**src/rtl/seg_scan_driver.sv**
```systemverilog
// Time-multiplexed seven-segment scan driver: double-buffered digit/dot data,
// optional hex glyphs, leading-zero blanking and PWM brightness on the anodes.
module seg_scan_driver #(
  parameter int DIGITS   = 4,
  parameter int SCAN_DIV = 50000,
  parameter int HEX_MODE = 0
) (
  input  logic                  clk,
  input  logic                  rst_n,
  input  logic                  load,
  input  logic [4*DIGITS-1:0]   digits,
  input  logic [DIGITS-1:0]     dots,
  input  logic                  lzb,
  input  logic                  blank,
  input  logic [3:0]            bright,
  output logic [7:0]            seg,
  output logic [DIGITS-1:0]     an,
  output logic                  frame_done,
  output logic                  pending
);

  localparam int IW = (DIGITS > 1) ? $clog2(DIGITS) : 1;
  localparam int PW = $clog2(SCAN_DIV);
  localparam logic [IW-1:0] LAST_IDX = IW'(DIGITS - 1);
  localparam logic [PW-1:0] LAST_PRE = PW'(SCAN_DIV - 1);

  logic [PW-1:0]       presc;
  logic [IW-1:0]       idx;
  logic [3:0]          pwm;
  logic [4*DIGITS-1:0] shadow_digits, act_digits;
  logic [DIGITS-1:0]   shadow_dots, act_dots;
  logic                slot_end, frame_end;

  logic [3:0]          cur_nib;
  logic                cur_dp;
  logic                cur_lz;
  logic                zero_run;
  logic [DIGITS-1:0]   sel;

  assign slot_end  = (presc == LAST_PRE);
  assign frame_end = slot_end && (idx == LAST_IDX);

  function automatic logic [6:0] glyph(input logic [3:0] code);
    case (code)
      4'd0:    glyph = 7'b1111110;
      4'd1:    glyph = 7'b0110000;
      4'd2:    glyph = 7'b1101101;
      4'd3:    glyph = 7'b1111001;
      4'd4:    glyph = 7'b0110011;
      4'd5:    glyph = 7'b1011011;
      4'd6:    glyph = 7'b1011111;
      4'd7:    glyph = 7'b1110000;
      4'd8:    glyph = 7'b1111111;
      4'd9:    glyph = 7'b1111011;
      4'd10:   glyph = (HEX_MODE != 0) ? 7'b1110111 : 7'b0000001;
      4'd11:   glyph = (HEX_MODE != 0) ? 7'b0011111 : 7'b0000001;
      4'd12:   glyph = (HEX_MODE != 0) ? 7'b1001110 : 7'b0000001;
      4'd13:   glyph = (HEX_MODE != 0) ? 7'b0111101 : 7'b0000001;
      4'd14:   glyph = (HEX_MODE != 0) ? 7'b1001111 : 7'b0000001;
      default: glyph = (HEX_MODE != 0) ? 7'b1000111 : 7'b0000001;
    endcase
  endfunction

  // Walk from the most significant digit down so zero_run says whether this
  // digit and everything above it is zero.
  always_comb begin
    // NOTE: every output of this block gets a default first, so no path can infer a latch.
    cur_nib  = 4'd0;
    cur_dp   = 1'b0;
    cur_lz   = 1'b0;
    sel      = '0;
    zero_run = 1'b1;
    for (int i = DIGITS - 1; i >= 0; i--) begin
      zero_run = zero_run && (act_digits[4*i +: 4] == 4'd0);
      if (idx == IW'(i)) begin
        cur_nib = act_digits[4*i +: 4];
        cur_dp  = act_dots[i];
        cur_lz  = zero_run && (i != 0);
        sel[i]  = 1'b1;
      end
    end
  end

  always_ff @(posedge clk or negedge rst_n) begin
    if (!rst_n) begin
      presc      <= '0;
      idx        <= '0;
      pwm        <= 4'd0;
      frame_done <= 1'b0;
    end else begin
      // NOTE: state registers use non-blocking assignment so every flop samples pre-edge values.
      pwm        <= pwm + 4'd1;
      frame_done <= frame_end;
      if (slot_end) begin
        presc <= '0;
        idx   <= (idx == LAST_IDX) ? '0 : idx + IW'(1);
      end else begin
        presc <= presc + PW'(1);
      end
    end
  end

  // A load coinciding with the frame boundary bypasses the shadow wait.
  always_ff @(posedge clk or negedge rst_n) begin
    if (!rst_n) begin
      // NOTE: the display buffers are reset so a freshly reset board shows zeros, not garbage.
      shadow_digits <= '0;
      shadow_dots   <= '0;
      act_digits    <= '0;
      act_dots      <= '0;
      pending       <= 1'b0;
    end else begin
      if (load) begin
        shadow_digits <= digits;
        shadow_dots   <= dots;
      end
      if (frame_end && load) begin
        act_digits <= digits;
        act_dots   <= dots;
        pending    <= 1'b0;
      end else if (frame_end && pending) begin
        act_digits <= shadow_digits;
        act_dots   <= shadow_dots;
        pending    <= 1'b0;
      end else if (load) begin
        pending    <= 1'b1;
      end
    end
  end

  // seg and an are registered together so the anode never leads its pattern.
  always_ff @(posedge clk or negedge rst_n) begin
    if (!rst_n) begin
      seg <= 8'd0;
      an  <= '0;
    end else begin
      seg <= {(lzb && cur_lz) ? 7'd0 : glyph(cur_nib), cur_dp};
      an  <= (!blank && (pwm <= bright)) ? sel : '0;
    end
  end

endmodule

```
**config.mk**
```make
export PLATFORM = sky130hd
export DESIGN_NAME = seg_scan_driver
export DESIGN_NICKNAME = d
export VERILOG_FILES = /design/src/rtl/seg_scan_driver.sv
export SDC_FILE = /design/constraint.sdc
export NUM_CORES = 1
export LEC_CHECK = 0
export CAP_MARGIN = 30
export CORE_MARGIN = 3
export CORE_UTILIZATION = 53
export DETAILED_ROUTE_END_ITERATION = 12
export PLACE_DENSITY = 0.77
export SETUP_SLACK_MARGIN = 0.2
export SLEW_MARGIN = 5
export SYNTH_ARGS = -nofsm -noshare
export SYNTH_HDL_FRONTEND = slang
export SYNTH_SLANG_ARGS = --single-unit
```
**constraint.sdc**
```tcl
create_clock -name clk -period 3.3 [get_ports clk]
set_clock_uncertainty 0.15 [all_clocks]
set_input_delay 0.33 -clock clk [delete_from_list [all_inputs] [get_ports clk]]
set_output_delay 0.33 -clock clk [all_outputs]
set_load 0.05 [all_outputs]
```
# Yosys cells after proc, flatten, opt, wreduce, memory -nomap -nowiden

Memory sizes are Yosys's and may differ from the RTL's.
Index checks and enable logic that the tools add are counted.

Register bits after elaboration: 76
ROM bits: 112
Input port bits: 29
Output and inout bits: 14
Word-level logic and storage cells: 61
Memories: 1

Add/subtract/negate cells: 3
Magnitude comparators: 1
Eq/ne operators: 4
Mux-type cells: 27
Reduce and logical (&&, ||, !) cells: 14

Memory list:

| name             | words | bits a word | read ports | clocked after Yosys merged registers in | wr ports | line | source |
|---|---|---|---|---|---|---|---|
| (name not given) | 16    | 7           | 1          | 0                                       | 0        | 44   | `case (code)` |

Operator list:

| cell                                                             | count |
|---|---|
| 16-bit 2-to-1 mux                                                | 3 |
| 4-bit 2-to-1 mux                                                 | 7 |
| 16-bit by 1-bit adder with 16-bit output (second input constant) | 1 |
| 16-bit == test (second input constant)                           | 1 |
| 1-bit 2-to-1 mux                                                 | 15 |
| 4-bit zero test                                                  | 3 |
| 1-bit logical AND                                                | 7 |
| 7-bit 2-to-1 mux                                                 | 1 |
| 4-bit by 1-bit adder with 4-bit output (second input constant)   | 1 |
| 2-bit == test (second input constant)                            | 2 |
| 4-bit less-or-equal comparator                                   | 1 |
| 3-bit nonzero test                                               | 1 |
| 2-bit by 1-bit adder with 2-bit output (second input constant)   | 1 |
| 2-bit by 1-bit == test with 1-bit output (second input constant) | 1 |
| 2-bit zero test                                                  | 1 |
| 2-bit 2-to-1 mux                                                 | 1 |
| 2-bit nonzero test                                               | 1 |
| 1-bit zero test                                                  | 1 |

# Longest topological paths before layout

Gate-level depths: netlist of run 1.

Word-level depth: 7
Gate-level depth with buffers: 11
Depth with buffers taken out: 10

# Least setup slack after synthesis of run 1

Ideal clock, no wire load.

Path type: reg2reg
Start: register idx[0]
End: register seg[4]
Arrival time: 2.106 ns
Required time: 3.073 ns
Slack: 0.967 ns
Stages on the path, launching flop included: 12
Buffers on the path: 1
Cell sequence: dfrtp_1 > inv_1 > ha_1 > clkbuf_1 > nor2b_1 > a22oi_1 > a21oi_1 > inv_1 > ha_1 > mux2i_1 > nand2_1 > a21oi_1

Longest elaborated chain between the ends: 7
Elaborated cells on any way between the ends: 15
Classes of those cells: 3 x eq/ne; 9 x mux; 2 x reduce/logical; 1 x memory

Ends and longest elaborated chain:

| element                                                                  | line | source |
|---|---|---|
| start, declared                                                          | 28   | `logic [IW-1:0] idx;` |
| start signal, assigned                                                   | 96   | `idx <= (idx == LAST_IDX) ? '0 : idx + IW'(1);` |
| 2-bit == test                                                            | 75   | `if (idx == IW'(i)) begin` |
| 4-bit 2-to-1 mux / 1-bit 2-to-1 mux (equally long branches) (4 in a row) | 75   |  |
| memory read 16 x 7 bit / 1-bit logical AND (equally long branches)       | -    |  |
| 7-bit 2-to-1 mux *                                                       | 137  | `seg <= {(lzb && cur_lz) ? 7'd0 : glyph(cur_nib), cur_dp};` |
| end signal, assigned                                                     | 137  |  |
| end, declared                                                            | 16   | `output logic [7:0] seg,` |

Mark *: on every way between the ends. The rest lies on a longest branch, timed or not.
A chain may end at the register's enable or synchronous reset.

# Final worst setup path of run 1

Same ends and word-level chain as after synthesis.

==> reports/metrics.json, run 1 <==
{
  "timing": {
    "finalCritPeriodShare_pct": 79.88,
    "totalNegativeSetupSlack_ns": 0,
    "timing.slew.headroom_pct": 60.12,
    "layout_min_cycle_time_ns": 2.636,
    "finalHoldViolCount": 0,
    "setup_violations": 0,
    "drv_slew": 0,
    "rsz0062_at_grt": "false",
    "final_critical_path_setup_slack_ns": 0.6640,
    "pin_slew_with_the_least_headroom_to_its_limit_ns": 0.5981,
    "fmax_mhz": 379.4
  },
  "cts": {
    "count_of_instances_resized_after_the_clock_tree_is_built": 0,
    "worstSkewPairLatency_ns": 0.35,
    "clock_path_buffers": 2,
    "cts_buffers": 9,
    "tritoncts": "yes",
    "cts_root_buf": "sky130_fd_sc_hd__clkbuf_8",
    "cts_max_level": 3,
    "post-cts-setup-buffer-count": 0,
    "clock_tree_sinks": 76,
    "clk_pin_slew_ns": 0.08,
    "hold_fix_buffer_count_after_cts": 1
  },
  "power_and_ir_drop": {
    "power.density_cell_area_nw_per_um2": 425.1,
    "combinationalPowerShare_pct": 6.0,
    "vdd_ir_drop_max_uv": 297.6,
    "power.share.sequential_pct": 53.7,
    "internal-power_w": 0.001403,
    "power.switching_fraction_pct": 21.83,
    "clock_power_share_pct": 40.3,
    "leakage_nw": 1.940,
    "switchingPower_w": 0.0003920
  },
  "layout": {
    "drive_above_1_share_pct": 15.32,
    "flow.area_growth_from_synthesis_pct": 21.14,
    "antenna_cells": 0,
    "layout_commonest_cell": "sky130_fd_sc_hd__dfrtp_1",
    "finalNonFillerCells": 434,
    "num-fill-cells": 452,
    "finalNetCount": 398,
    "final_core_utilization_pct": 68.88,
    "postLayoutCellArea_um2": 4223,
    "final_cell_mix": "sky130_fd_sc_hd__dfrtp_1 (76), sky130_fd_sc_hd__clkdlybuf4s50_1 (41), sky130_fd_sc_hd__mux2_2 (29), sky130_fd_sc_hd__o22ai_1 (22), sky130_fd_sc_hd__nand2_1 (21)"
  },
  "setup_path": {
    "timing.critical_path.fanout_max": 9,
    "cell_chain_of_the_critical_path": "inv_1 -> ha_1 -> nor2b_1 -> a22oi_1 -> a21oi_1 -> inv_1 -> ha_1 -> mux2i_1 -> nand2_1 -> a21oi_1",
    "worstPathArrival_ns": 2.76,
    "worst_setup_path_start_kind": "register",
    "reg2reg_setup_slack_ns": 0.66,
    "crit-reg2reg-capture": "seg[4]$_DFF_PN0_",
    "setup.worst_path.start": "idx[0]$_DFFE_PN0N_",
    "worstPathRequired_ns": 3.43,
    "timing_worst_setup_path_type": "reg -> reg",
    "worst_r2r_path_depth": 10,
    "critical_path.slowest_cell": "sky130_fd_sc_hd__dfrtp_1",
    "endpoint_kind": "register",
    "worst_path_largest_cell_delay_ns": 0.40,
    "crit-reg2reg-launch": "idx[0]$_DFFE_PN0N_"
  },
  "min_path": {
    "min_delay_path_depth": 1,
    "worst_min_path_start": "pwm[0]$_DFF_PN0_",
    "hold_path_end": "pwm[0]$_DFF_PN0_",
    "min_path_type": "reg -> reg"
  },
  "placed_design": {
    "gp_congestion": 0.8212,
    "dpl-instance-area_um2": 4010,
    "dp_cells": 417,
    "port-buffer-count": 42,
    "hpwlAfterDp_um": 4775,
    "pre_cts_slack_ns": 0.7035
  },
  "routing": {
    "firstDrtPassIters": 4,
    "detail_route.wl_per_cell_um": 16.14,
    "drt.antenna.violating_nets": 0,
    "total_number_of_vias": 2531,
    "final_wirelength_um": 7003,
    "detailedRoute.firstIterationViolations": 216,
    "route.detailed.drc": 0,
    "routed_via_density": 5.832
  },
  "global_routing": {
    "antenna_found_initial": 0,
    "gr-usage-all-layers_pct": 20.29,
    "grt_pass1_wl_um": 11900,
    "first_global_vias": 2500,
    "groute.layer.met3.usage_pct": 3.974,
    "global_route.usage.met2_pct": 31.26,
    "grt-busiest-layer": "met2",
    "grt.overflow.total": 0,
    "grt_max_degree": 77,
    "global_route.usage.met1_pct": 28.16
  },
  "yosys": {
    "yosys_register_bits": 76,
    "synth_nets": 348,
    "synth_area_per_cell_um2": 11.47,
    "netlist_instances": 304,
    "synthSimpleGateAreaFrac_pct": 13.14,
    "number_of_enable_type_register_cells_in_the_synthesized_netlist": 0,
    "synth_top_family_by_area": "simple AND/OR/NAND/NOR gates",
    "yosysUniqueCellTypes": 40,
    "yosysWarnings": 0,
    "seq_area_frac_synth_pct": 54.56,
    "synthAdderAreaFrac_pct": 5.384,
    "synth_area_um2": 3486,
    "synth.area.mux_share_pct": 9.943,
    "dominantRegCellSynth": "sky130_fd_sc_hd__dfrtp_1",
    "asyncSetResetFlopFracSynth_pct": 100.0,
    "synthXorXnorAreaFrac_pct": 3.769,
    "synth_compound_area_share_pct": 10.91
  },
  "run": {
    "drv_cap": 0
  },
  "floorplan": {
    "floorplan.die_area_um2": 7586,
    "row_count": 28,
    "placeableCoreArea_um2": 6131,
    "die_outline_width_um": 87.10,
    "io_pins": 43,
    "initial_utilization_pct": 56.86,
    "dieHeight_um": 87.10
  },
  "run_status": {
    "status": "completed"
  }
}
## through the flow
step           power (W)  hold WS (ns)
5_1_grt         0.001861        0.3558
4_1_cts         0.001809        0.3263
3_3_place_gp    0.001089        0.2430
3_5_place_dp    0.001092        0.2469
6_report        0.001795        0.3209
2_1_floorplan   0.001023       -0.1156
## routing by layer
metal,routed length (um),part of all wire [%]
met1,3139,45
met3,420,6.0
met2,3327,48
met4,116,1.7
met5,0,0
## power by group through the flow
stage	clock network (W)	registers (W)	logic, W
global route	0.000774	0.000967	0.000120
global placement	0	0.000982	0.000107
CTS	0.000734	0.000965	0.000110
finish	0.000723	0.000964	0.000108
detailed placement	0	0.000983	0.000109
floorplan	0	0.000983	0.0000401
## registers in the layout, indices dropped and copies added, names as in the netlist
signal,flops
act_digits,16
act_dots,4
an,4
frame_done,1
idx,2
pending,1
presc,16
pwm,4
seg,8
shadow_digits,16
shadow_dots,4
## how the worst max path moves through the flow
stage                             to  slack (ns)  depth (start not counted)
floorplan           seg[4]$_DFF_PN0_        0.97                         11
global placement    seg[4]$_DFF_PN0_        0.88                         10
detailed placement  seg[2]$_DFF_PN0_        0.70                         10
CTS                 seg[4]$_DFF_PN0_        0.66                         10
global route        seg[4]$_DFF_PN0_        0.40                         10
finish              seg[4]$_DFF_PN0_        0.66                         10
## synthesized netlist by cell type (3+ instances only)
cell type | instances | area, um2
sky130_fd_sc_hd__xor2_1 | 9 | 78.83
sky130_fd_sc_hd__nor2_1 | 20 | 75.07
sky130_fd_sc_hd__nor3_1 | 4 | 20.02
sky130_fd_sc_hd__dfrtp_1 | 76 | 1902
sky130_fd_sc_hd__nor4_1 | 5 | 31.28
sky130_fd_sc_hd__o22ai_1 | 22 | 137.6
sky130_fd_sc_hd__nand4_1 | 4 | 25.02
sky130_fd_sc_hd__a21oi_1 | 18 | 90.09
sky130_fd_sc_hd__clkbuf_1 | 7 | 26.28
sky130_fd_sc_hd__mux2_2 | 29 | 326.6
sky130_fd_sc_hd__ha_1 | 15 | 187.7
sky130_fd_sc_hd__nor2b_1 | 4 | 25.02
sky130_fd_sc_hd__xnor2_1 | 6 | 52.55
sky130_fd_sc_hd__nor3b_1 | 4 | 30.03
sky130_fd_sc_hd__inv_1 | 11 | 41.29
sky130_fd_sc_hd__nand3_1 | 7 | 35.03
sky130_fd_sc_hd__o21a_1 | 3 | 22.52
sky130_fd_sc_hd__o21ai_0 | 7 | 35.03
sky130_fd_sc_hd__a22oi_1 | 3 | 22.52
sky130_fd_sc_hd__and4_1 | 3 | 26.28
sky130_fd_sc_hd__nand2_1 | 21 | 78.83
## worst max-delay path: cells and delay by family, from the launching register on
family / cells / cell delay, ns
buf+inv: 2 / 0.24
compound gates: 3 / 0.61
flops: 1 / 0.40
mux: 1 / 0.15
simple gates: 2 / 0.38
fa+ha+maj: 2 / 0.63
## cell families after synthesis
| family | count (synthesis) |
|---|---|
| and+or+nand+nor | 84 |
| xor gates and xnor gates | 15 |
| adders and majority gates | 15 |
| muxes | 31 |
| buffers and inverters | 21 |
| AOI/OAI and AO/OA | 62 |
| DFF | 76 |
## area by class of cell
type	instances	area [um2]	area share, %
Multi-Input combinational cell	207	1504	35.61
Clock buffer	12	155.1	3.674
Timing Repair Buffer	48	475.5	11.26
Inverter	12	45.04	1.067
Sequential cell	76	1902	45.04
Clock inverter	4	47.55	1.126
Tap cell	75	93.84	2.222
Note: power is estimated with default switching activity, not from simulation.
==> inputs of run 2 (changes only) <==
==> constraint.sdc (replaced) <==
create_clock -name clk -period 2.7 [get_ports clk]
set_clock_uncertainty 0.15 [all_clocks]
set_input_delay 0.27 -clock clk [delete_from_list [all_inputs] [get_ports clk]]
set_output_delay 0.27 -clock clk [all_outputs]
set_load 0.05 [all_outputs]
==> run 2 against run 1 <==
Sequential power is 22% higher. Critical path type unchanged. Register-to-register slack worse by 0.26 ns. Power is 20% higher.
==> reports/metrics.json, run 2 (synthesis results as in run 1) <==
{
  "run_status": {
    "status": "completed"
  },
  "routing": {
    "firstDrtPassIters": 4,
    "drt.antenna.violating_nets": 0,
    "detail_route.wl_per_cell_um": 15.74,
    "detailedRoute.firstIterationViolations": 168,
    "route.detailed.drc": 0,
    "total_number_of_vias": 2506,
    "final_wirelength_um": 6880,
    "routed_via_density": 5.735
  },
  "floorplan": {
    "die_outline_width_um": 87.10,
    "floorplan.die_area_um2": 7586,
    "row_count": 28,
    "placeableCoreArea_um2": 6131,
    "io_pins": 43,
    "initial_utilization_pct": 56.86,
    "dieHeight_um": 87.10
  },
  "timing": {
    "totalNegativeSetupSlack_ns": 0,
    "drv_slew": 0,
    "finalHoldViolCount": 0,
    "pin_slew_with_the_least_headroom_to_its_limit_ns": 0.6068,
    "rsz0062_at_grt": "false",
    "setup_violations": 0,
    "timing.slew.headroom_pct": 59.55,
    "whs_ns": 0.3151,
    "finalCritPeriodShare_pct": 85.16,
    "fmax_mhz": 434.9,
    "layout_min_cycle_time_ns": 2.299
  },
  "setup_path": {
    "worstPathArrival_ns": 2.37,
    "endpoint_kind": "register",
    "timing.critical_path.fanout_max": 15,
    "timing_worst_setup_path_type": "reg -> reg",
    "worstPathRequired_ns": 2.77,
    "worst_setup_path_start_kind": "register"
  },
  "global_routing": {
    "gr-usage-all-layers_pct": 20.12,
    "first_global_vias": 2570,
    "grt_max_degree": 51,
    "grt_pass1_wl_um": 12000,
    "grt.overflow.total": 0,
    "antenna_found_initial": 0
  },
  "layout": {
    "finalNonFillerCells": 437,
    "drive_above_1_share_pct": 18.23,
    "finalNetCount": 401,
    "antenna_cells": 0,
    "reg.largest.list": "act_digits (16), presc (16), shadow_digits (16)",
    "final_cell_mix": "sky130_fd_sc_hd__dfrtp_1 (76), sky130_fd_sc_hd__clkdlybuf4s50_1 (41), sky130_fd_sc_hd__mux2_2 (29), sky130_fd_sc_hd__o22ai_1 (22)",
    "layout_commonest_cell": "sky130_fd_sc_hd__dfrtp_1",
    "flow.area_growth_from_synthesis_pct": 22.07
  },
  "cts": {
    "clk_pin_slew_ns": 0.08,
    "tritoncts": "yes",
    "cts_buffers": 9,
    "worstSkewPairLatency_ns": 0.35,
    "cts_root_buf": "sky130_fd_sc_hd__clkbuf_8",
    "clock_tree_sinks": 76,
    "clock_path_buffers": 2,
    "cts_max_level": 3
  },
  "power_and_ir_drop": {
    "leakage_nw": 1.946,
    "power.density_cell_area_nw_per_um2": 507.0,
    "vdd_ir_drop_max_uv": 378.4,
    "design_power_total_w": 0.002158
  },
  "placed_design": {
    "dp_cells": 419,
    "gp_congestion": 0.8493,
    "hpwlAfterDp_um": 4827,
    "port-buffer-count": 42
  },
  "run": {
    "drv_cap": 0
  },
  "min_path": {
    "min_path_type": "in -> async"
  }
}
run 2: cell types whose count changed in the layout (fill, tap and decap cells not counted), moves of 2 or more:
cell | previous run | this run
sky130_fd_sc_hd__buf_4 | 4 | 7
sky130_fd_sc_hd__clkbuf_8 | 11 | 9
sky130_fd_sc_hd__clkinv_4 | 0 | 2
sky130_fd_sc_hd__ha_1 | 15 | 13
sky130_fd_sc_hd__ha_2 | 0 | 2
sky130_fd_sc_hd__nand2_1 | 21 | 19
sky130_fd_sc_hd__nand2_2 | 0 | 2
run 2: what timing repair did:
action / CTS / global route
resized for setup: 0 / 8
setup endpoints to repair: 0 / 14
hold buffers: 1 / 0
endpoints found under the hold margin: 26 / 0
setup buffers: 0 / 1
run 2: worst paths after layout:
| kind | startpoint | cells after the start | slack [ns] | to |
|---|---|---|---|---|
| worst max-delay path | presc[10]$_DFF_PN0_ | 6 | 0.40 | act_digits[7]$_DFFE_PN0N_ |
| worst min-delay path | rst_n | 2 | 0.32 | an[1]$_DFF_PN0_ |
| worst max register to register | presc[10]$_DFF_PN0_ | 6 | 0.40 | act_digits[7]$_DFFE_PN0N_ |
| worst min register to register | pwm[3]$_DFF_PN0_ | 1 | 0.33 | pwm[3]$_DFF_PN0_ |
| max in group asynchronous | rst_n | 3 | 1.42 | shadow_digits[2]$_DFFE_PN0P_ |
| min in group clk | pwm[3]$_DFF_PN0_ | 1 | 0.33 | pwm[3]$_DFF_PN0_ |
run 2: critical path, cell delays in order, from the launching register on:
cell	delay, ns
sky130_fd_sc_hd__dfrtp_1	0.43
sky130_fd_sc_hd__or4b_4	0.59
sky130_fd_sc_hd__nor4_4	0.32
sky130_fd_sc_hd__buf_4	0.26
sky130_fd_sc_hd__nand2_2	0.15
sky130_fd_sc_hd__o22ai_1	0.17
sky130_fd_sc_hd__a21oi_1	0.10
run 2: layout make-up:
cell class                      count  area [um2]
Clock buffer                       10       127.6
Clock inverter                      6       65.06
Fill cell                         455        1876
Inverter                           12       45.04
Multi-Input combinational cell    207        1524
Sequential cell                    76        1902
Tap cell                           75       93.84
Timing Repair Buffer               51       498.0
run 2: routing by layer:
| layer | GRT usage [%] | wire, um | up-vias |
|---|---|---|---|
| met1 | 27.89 | 3321 | 1214 |
| met4 | 8.926 | 80 | 0 |
| met2 | 31.12 | 3135 | 72 |
| met3 | 3.500 | 343 | 11 |
| li1 | - | - | 1209 |
| met5 | 0 | 0 | - |
run 2: where the power goes:
group	switching [W]	internal, W	total, W
Sequential	0.0000118	0.00117	0.00118
Clock	0.000418	0.000427	0.000845
Combinational	0.0000593	0.0000734	0.000133
Total	0.000490	0.00167	0.00216
run 2: through the flow:
stage | util [%] | cell area (um2) | setup slack, ns
final | 69.41 | 4255 | 0.4006
after global routing | 69.41 | 4255 | 0.2178
after CTS | 68.96 | 4228 | 0.2116
after detailed placement | 65.65 | 4025 | 0.2638
after global placement | 65.65 | 4025 | 0.3464
after floorplan | - | 3486 | 0.3670
